**config.mk**
```make
export PLATFORM = sky130hd
export DESIGN_NAME = serial_add_driver_flat
export DESIGN_NICKNAME = d
export VERILOG_FILES = /design/src/rtl/serial_add_driver_if.sv /design/src/rtl/serial_add_driver.sv /design/src/flat_wrapper.sv
export SDC_FILE = /design/constraint.sdc
export NUM_CORES = 1
export LEC_CHECK = 0
export ABC_AREA = 1
export CAP_MARGIN = 20
export CORE_ASPECT_RATIO = 2
export CORE_MARGIN = 5
export CORE_UTILIZATION = 50
export DETAILED_ROUTE_END_ITERATION = 8
export PLACE_DENSITY = 0.76
export SLEW_MARGIN = 20
export SYNTH_ARGS = -nofsm -noshare
export SYNTH_HDL_FRONTEND = slang
export SYNTH_SLANG_ARGS = --single-unit
```
**constraint.sdc**
```tcl
create_clock -name clk -period 3.4 [get_ports clk]
set_input_delay 1.02 -clock clk [delete_from_list [all_inputs] [get_ports clk]]
set_output_delay 1.02 -clock clk [all_outputs]
set_load 0.005 [all_outputs]
```
**src/rtl/serial_add_driver_if.sv**
```systemverilog
// Parallel operand handshake plus serial adder pins for serial_add_driver.
interface serial_add_driver_if #(
  parameter int N = 4
);
  logic         start;
  logic [N-1:0] a;
  logic [N-1:0] b;
  logic         ready;
  logic         busy;
  logic         s_in;
  logic         shift_ctrl;
  logic         adder_clr_n;
  logic         s_out;
  logic [N-1:0] sum;
  logic         done;

  // master: parallel datapath and serial adder side; slave: the driver
  modport master (
    output start, a, b, s_out,
    input  ready, busy, s_in, shift_ctrl, adder_clr_n, sum, done
  );

  modport slave (
    input  start, a, b, s_out,
    output ready, busy, s_in, shift_ctrl, adder_clr_n, sum, done
  );
endinterface

```
**src/rtl/serial_add_driver.sv**
```systemverilog
// Serial adder initiator: clears the adder, shifts A then B in LSB-first,
// clocks N add cycles and assembles the returned serial sum.
module serial_add_driver #(
  parameter int N = 4
) (
  input logic               clk,
  input logic               rst,
  serial_add_driver_if.slave bus
);
  localparam int CW = $clog2(N) + 1;

  typedef enum logic [2:0] {IDLE, CLR, LOAD_A, LOAD_B, ADD, DONE} state_t;

  state_t        state;
  logic [CW-1:0] cnt;
  logic [N-1:0]  ra;
  logic [N-1:0]  rb;
  logic [N-1:0]  acc;
  logic [N-1:0]  acc_nxt;
  logic          last;

  assign last    = (cnt == CW'(N - 1));
  assign acc_nxt = {bus.s_out, acc[N-1:1]};

  // s_in is registered one cycle ahead, so it always equals the live ra[0]/rb[0]
  always_ff @(posedge clk or negedge rst) begin
    if (!rst) begin
      state           <= IDLE;
      cnt             <= '0;
      ra              <= '0;
      rb              <= '0;
      acc             <= '0;
      bus.ready       <= 1'b1;
      bus.busy        <= 1'b0;
      bus.s_in        <= 1'b0;
      bus.shift_ctrl  <= 1'b0;
      bus.adder_clr_n <= 1'b0;
      bus.sum         <= '0;
      bus.done        <= 1'b0;
    end else begin
      bus.done <= 1'b0;
      case (state)
        IDLE: begin
          bus.adder_clr_n <= 1'b1;
          if (bus.start) begin
            ra              <= bus.a;
            rb              <= bus.b;
            state           <= CLR;
            bus.ready       <= 1'b0;
            bus.busy        <= 1'b1;
            bus.adder_clr_n <= 1'b0;
          end
        end
        CLR: begin
          state           <= LOAD_A;
          cnt             <= '0;
          bus.adder_clr_n <= 1'b1;
          bus.shift_ctrl  <= 1'b1;
          bus.s_in        <= ra[0];
        end
        LOAD_A: begin
          ra <= ra >> 1;
          if (last) begin
            state    <= LOAD_B;
            cnt      <= '0;
            bus.s_in <= rb[0];
          end else begin
            cnt      <= cnt + CW'(1);
            bus.s_in <= ra[1];
          end
        end
        LOAD_B: begin
          rb <= rb >> 1;
          if (last) begin
            state    <= ADD;
            cnt      <= '0;
            bus.s_in <= 1'b0;
          end else begin
            cnt      <= cnt + CW'(1);
            bus.s_in <= rb[1];
          end
        end
        ADD: begin
          acc <= acc_nxt;
          if (last) begin
            state          <= DONE;
            cnt            <= '0;
            bus.shift_ctrl <= 1'b0;
            bus.sum        <= acc_nxt;
            bus.done       <= 1'b1;
          end else begin
            cnt <= cnt + CW'(1);
          end
        end
        DONE: begin
          state     <= IDLE;
          bus.ready <= 1'b1;
          bus.busy  <= 1'b0;
        end
        default: state <= IDLE;
      endcase
    end
  end
endmodule

```
**src/flat_wrapper.sv**
```systemverilog
// flat-port wrapper written by rule: the top's interface ports become plain ports
module serial_add_driver_flat 
#(
  parameter int N = 4
)
  (clk, rst, bus_start, bus_a, bus_b, bus_s_out, bus_ready, bus_busy, bus_s_in, bus_shift_ctrl, bus_adder_clr_n, bus_sum, bus_done);
  serial_add_driver_if #(.N(N)) bus_i ();
  input logic clk;
  input logic rst;
  input wire logic [$bits(bus_i.start)-1:0] bus_start;
  input wire logic [$bits(bus_i.a)-1:0] bus_a;
  input wire logic [$bits(bus_i.b)-1:0] bus_b;
  input wire logic [$bits(bus_i.s_out)-1:0] bus_s_out;
  output wire logic [$bits(bus_i.ready)-1:0] bus_ready;
  output wire logic [$bits(bus_i.busy)-1:0] bus_busy;
  output wire logic [$bits(bus_i.s_in)-1:0] bus_s_in;
  output wire logic [$bits(bus_i.shift_ctrl)-1:0] bus_shift_ctrl;
  output wire logic [$bits(bus_i.adder_clr_n)-1:0] bus_adder_clr_n;
  output wire logic [$bits(bus_i.sum)-1:0] bus_sum;
  output wire logic [$bits(bus_i.done)-1:0] bus_done;
  assign bus_i.start = bus_start;
  assign bus_i.a = bus_a;
  assign bus_i.b = bus_b;
  assign bus_i.s_out = bus_s_out;
  assign bus_ready = bus_i.ready;
  assign bus_busy = bus_i.busy;
  assign bus_s_in = bus_i.s_in;
  assign bus_shift_ctrl = bus_i.shift_ctrl;
  assign bus_adder_clr_n = bus_i.adder_clr_n;
  assign bus_sum = bus_i.sum;
  assign bus_done = bus_i.done;
  serial_add_driver #(.N(N)) u_core (.clk(clk), .rst(rst), .bus(bus_i));
endmodule
```
==> reports/results.txt, run 1 <==
Final Wtd Congestion = 0.764
critical path type = reg -> out
RSZ-0062 raised after global routing = no
pwr dens = 871 nW/um^2
hold slack final = 485 ps
CTS-repair resized insts = 0
hold path start = u_core.bus.ready
Num CTS Buffers = 3
P&R area growth vs syn = 21.5%
number of global-route vias before repair = 1104
DP Cell Count = 196
Final Core Density = 63.1%
FF-to-FF Start = u_core.state[1]
grt ovf = 0
Routed wire per std cell = 13.5 um
first-pass GRT wire length = 4.60 mm
Seq cells post-synth = 27
TritonCTS sink count = 27
layout cells sized above 1 = 18.6%
htree depth = 1
initial antenna violation count = 0
final hold violations = 0
crit path DAT = 1300 ps
TritonCTS clock tree = built
core area = 2570 um^2
Mapped Cells = 147
synthesis warning total = 0
final worst clock skew = 3.24 ps
VDD IR max = 546 uV
Global Route Usage Sum = 15.9%
Seq. cell area = 677 um^2
layout net count = 186
total die area = 3870 um^2
CTS root buffer = clkbuf_8
CP max-delay cell = dfstp_2
CP max FO = 2
Final Slew Violations = 0
most frequent cells in the layout = 46 x nand2_1, 26 x dfrtp_1, 21 x clkdlybuf4s50_1
Initial Util = 51.9%
Netlist cell types = 21
Detailed Routing Iterations Pass 1 = 4
FP Rows = 26
Fill cells = 235
Post-Synth Simple-Gate Area = 30.6%
status = finished clean
worst slew pin tran = 459 ps
Synthesized Nets = 160
Antenna diodes = 0
final worst setup slack = 1080 ps
worst setup path start = u_core.bus.ready
Port-buffer cells = 21
clock latency reported for the late side of the worst-skew pair = 260 ps
# hold bufs at CTS = 0
non-filler cells in the finished layout = 200
slowest stage delay, CP = 540 ps
commonest non-fill, non-tap cell in the layout = nand2_1
DP Wirelength = 2.21 mm
Synth area leader = dfrtp_1
mux cell area share after synthesis = 0%
DR iter-0 viols = 33
CP bufs+invs = 1
Tcrit/Tclk final = 68.1%
total number of vias = 1043
cell area after synthesis = 1340 um^2
Min-Delay Path Class = reg -> reg
DRC errors left = 0
vias per inst = 5.22
Die X = 46.5 um
Clock Tree Buf Depth = 2
CP Launch Type = flip-flop
multi-input logic area = 576 um^2
XOR/XNOR Fraction of Synth Area = 0%
leakage = 0.780 nW
Cell Chain, Critical Path = clkdlybuf4s50_1
post-route ant nets = 0
final wirelength = 2.69 mm
Synth Area in Compound Gates = 11.5%
post-synthesis adder-cell area fraction = 0.937%
area share of the leading cell type in the synthesized netlist = 48.7%
MaxCap Viol Count = 0
Tot Pwr = 1.41 mW
placed cell area = 1580 um^2
Slew HR = 69.4%
Die Y-Extent = 83.1 um
CP endpoint kind = output port
CP required = 2380 ps
minimum clock period = 2320 ps
setup_tns = 0 ps
Final setup violation count = 0
main combinational cell family by area after synthesis = simple AND/OR/NAND/NOR gates
CTS clk-pin slew, worst paths = 90 ps
Setup WS pre-CTS = 1270 ps
Setup Fix Bufs, Post-CTS = 0
Synth area leaders = dfrtp_1 49%, nand2_1 13%, o21ai_2 4.6%
synthesized area per cell = 9.08 um^2
largest net degree at the start of global routing = 28
post-synthesis sequential area ratio = 50.7%
FMAX = 432 MHz
final instance area = 1620 um^2
critical path's top delay family = flip-flops
IO Pins = 22
-- report_power, final --
| group | switching, mW | internal, mW | total [mW] |
|---|---|---|---|
| sequential | 0.103 | 0.461 | 0.564 |
| clock | 0.0919 | 0.0837 | 0.176 |
| combinational | 0.387 | 0.285 | 0.672 |
-- layout make-up --
cell class / count / share of cell area (%)
multi-input cells: 100 / 35.5
clock buffers: 4 / 2.78
well taps: 28 / 2.16
flip-flops and latches: 27 / 41.7
repair buffers: 22 / 13.4
inverters: 19 / 4.40
-- worst register-to-register path, cell delays in order (launching register included) --
cell and delay, ps:
dfrtp_1 630, inv_2 130, nand3_4 160, nand2_4 80, nand2_4 100, nand2_2 90
nand2_1 60, nand2_1 60
-- cells in the mapped netlist --
library cell,number
nand3_4,3
a21oi_1,1
inv_1,15
nor3_1,1
inv_2,4
buf_6,1
nand2_1,46
nand3_2,1
o21ai_2,7
nand2_2,3
nand3b_1,1
o21ai_1,6
ha_1,1
o21ai_0,9
o211ai_2,1
dfstp_2,1
nand3_1,6
nor2_1,6
dfrtp_1,26
nand2_4,5
nor2_4,3
-- per-layer routing --
layer | vias up | global-route usage (%) | share of wire [%]
li1 | 517 | - | -
met2 | 17 | 31.3 | 62
met3 | 4 | 2.16 | 3.9
met1 | 505 | 14.0 | 32
met5 | - | 0 | 0
met4 | 0 | 6.74 | 1.8
-- sequential cells by signal (all words and copies together) (netlist names) --
register and flops:
u_core.bus.sum 4, u_core.bus.done 1, u_core.state 3, u_core.bus.ready 1, u_core.rb 4, u_core.bus.s_in 1
u_core.acc 3, u_core.bus.shift_ctrl 1, u_core.bus.adder_clr_n 1, u_core.ra 4, u_core.cnt 3, u_core.bus.busy 1
-- path summary, 6_finish.rpt --
path | end | slack [ps] | depth (start not counted)
worst max-delay path | bus_ready | 1080 | 1
worst min-delay path | u_core.bus.ready | 480 | 2
worst max register to register | u_core.state[1] | 1990 | 7
worst min register to register | u_core.bus.ready | 480 | 2
max in group asynchronous | u_core.bus.ready | 1980 | 2
min in group asynchronous | u_core.state[2] | 1130 | 2
-- kinds of logic (layout without fill, tap and decap cells) --
family | count (synthesis) | after routing
adder cells (fa/ha/maj) | 1 | 1
buffers and inverters | 20 | 45
flip-flops | 27 | 27
AO/OA/AOI/OAI | 24 | 24
AND/OR/NAND/NOR | 75 | 75
No activity file was read; power rests on OpenSTA's default activity.
==> inputs of run 2 (changes only) <==
Clock period 3.4 ns to 2.2 ns, I/O delays scaled along.
==> results of run 2 <==
The final DEF is identical to that of run 1. Status: finished clean.
Among the figures that moved: setup slack after placement 1270 ps -> 435 ps; setup slack after layout 1080 ps -> 244 ps; register-to-register setup slack 1990 ps -> 790 ps; total power 1.41 mW -> 2.18 mW; worst IR drop on VDD 546 uV -> 843 uV
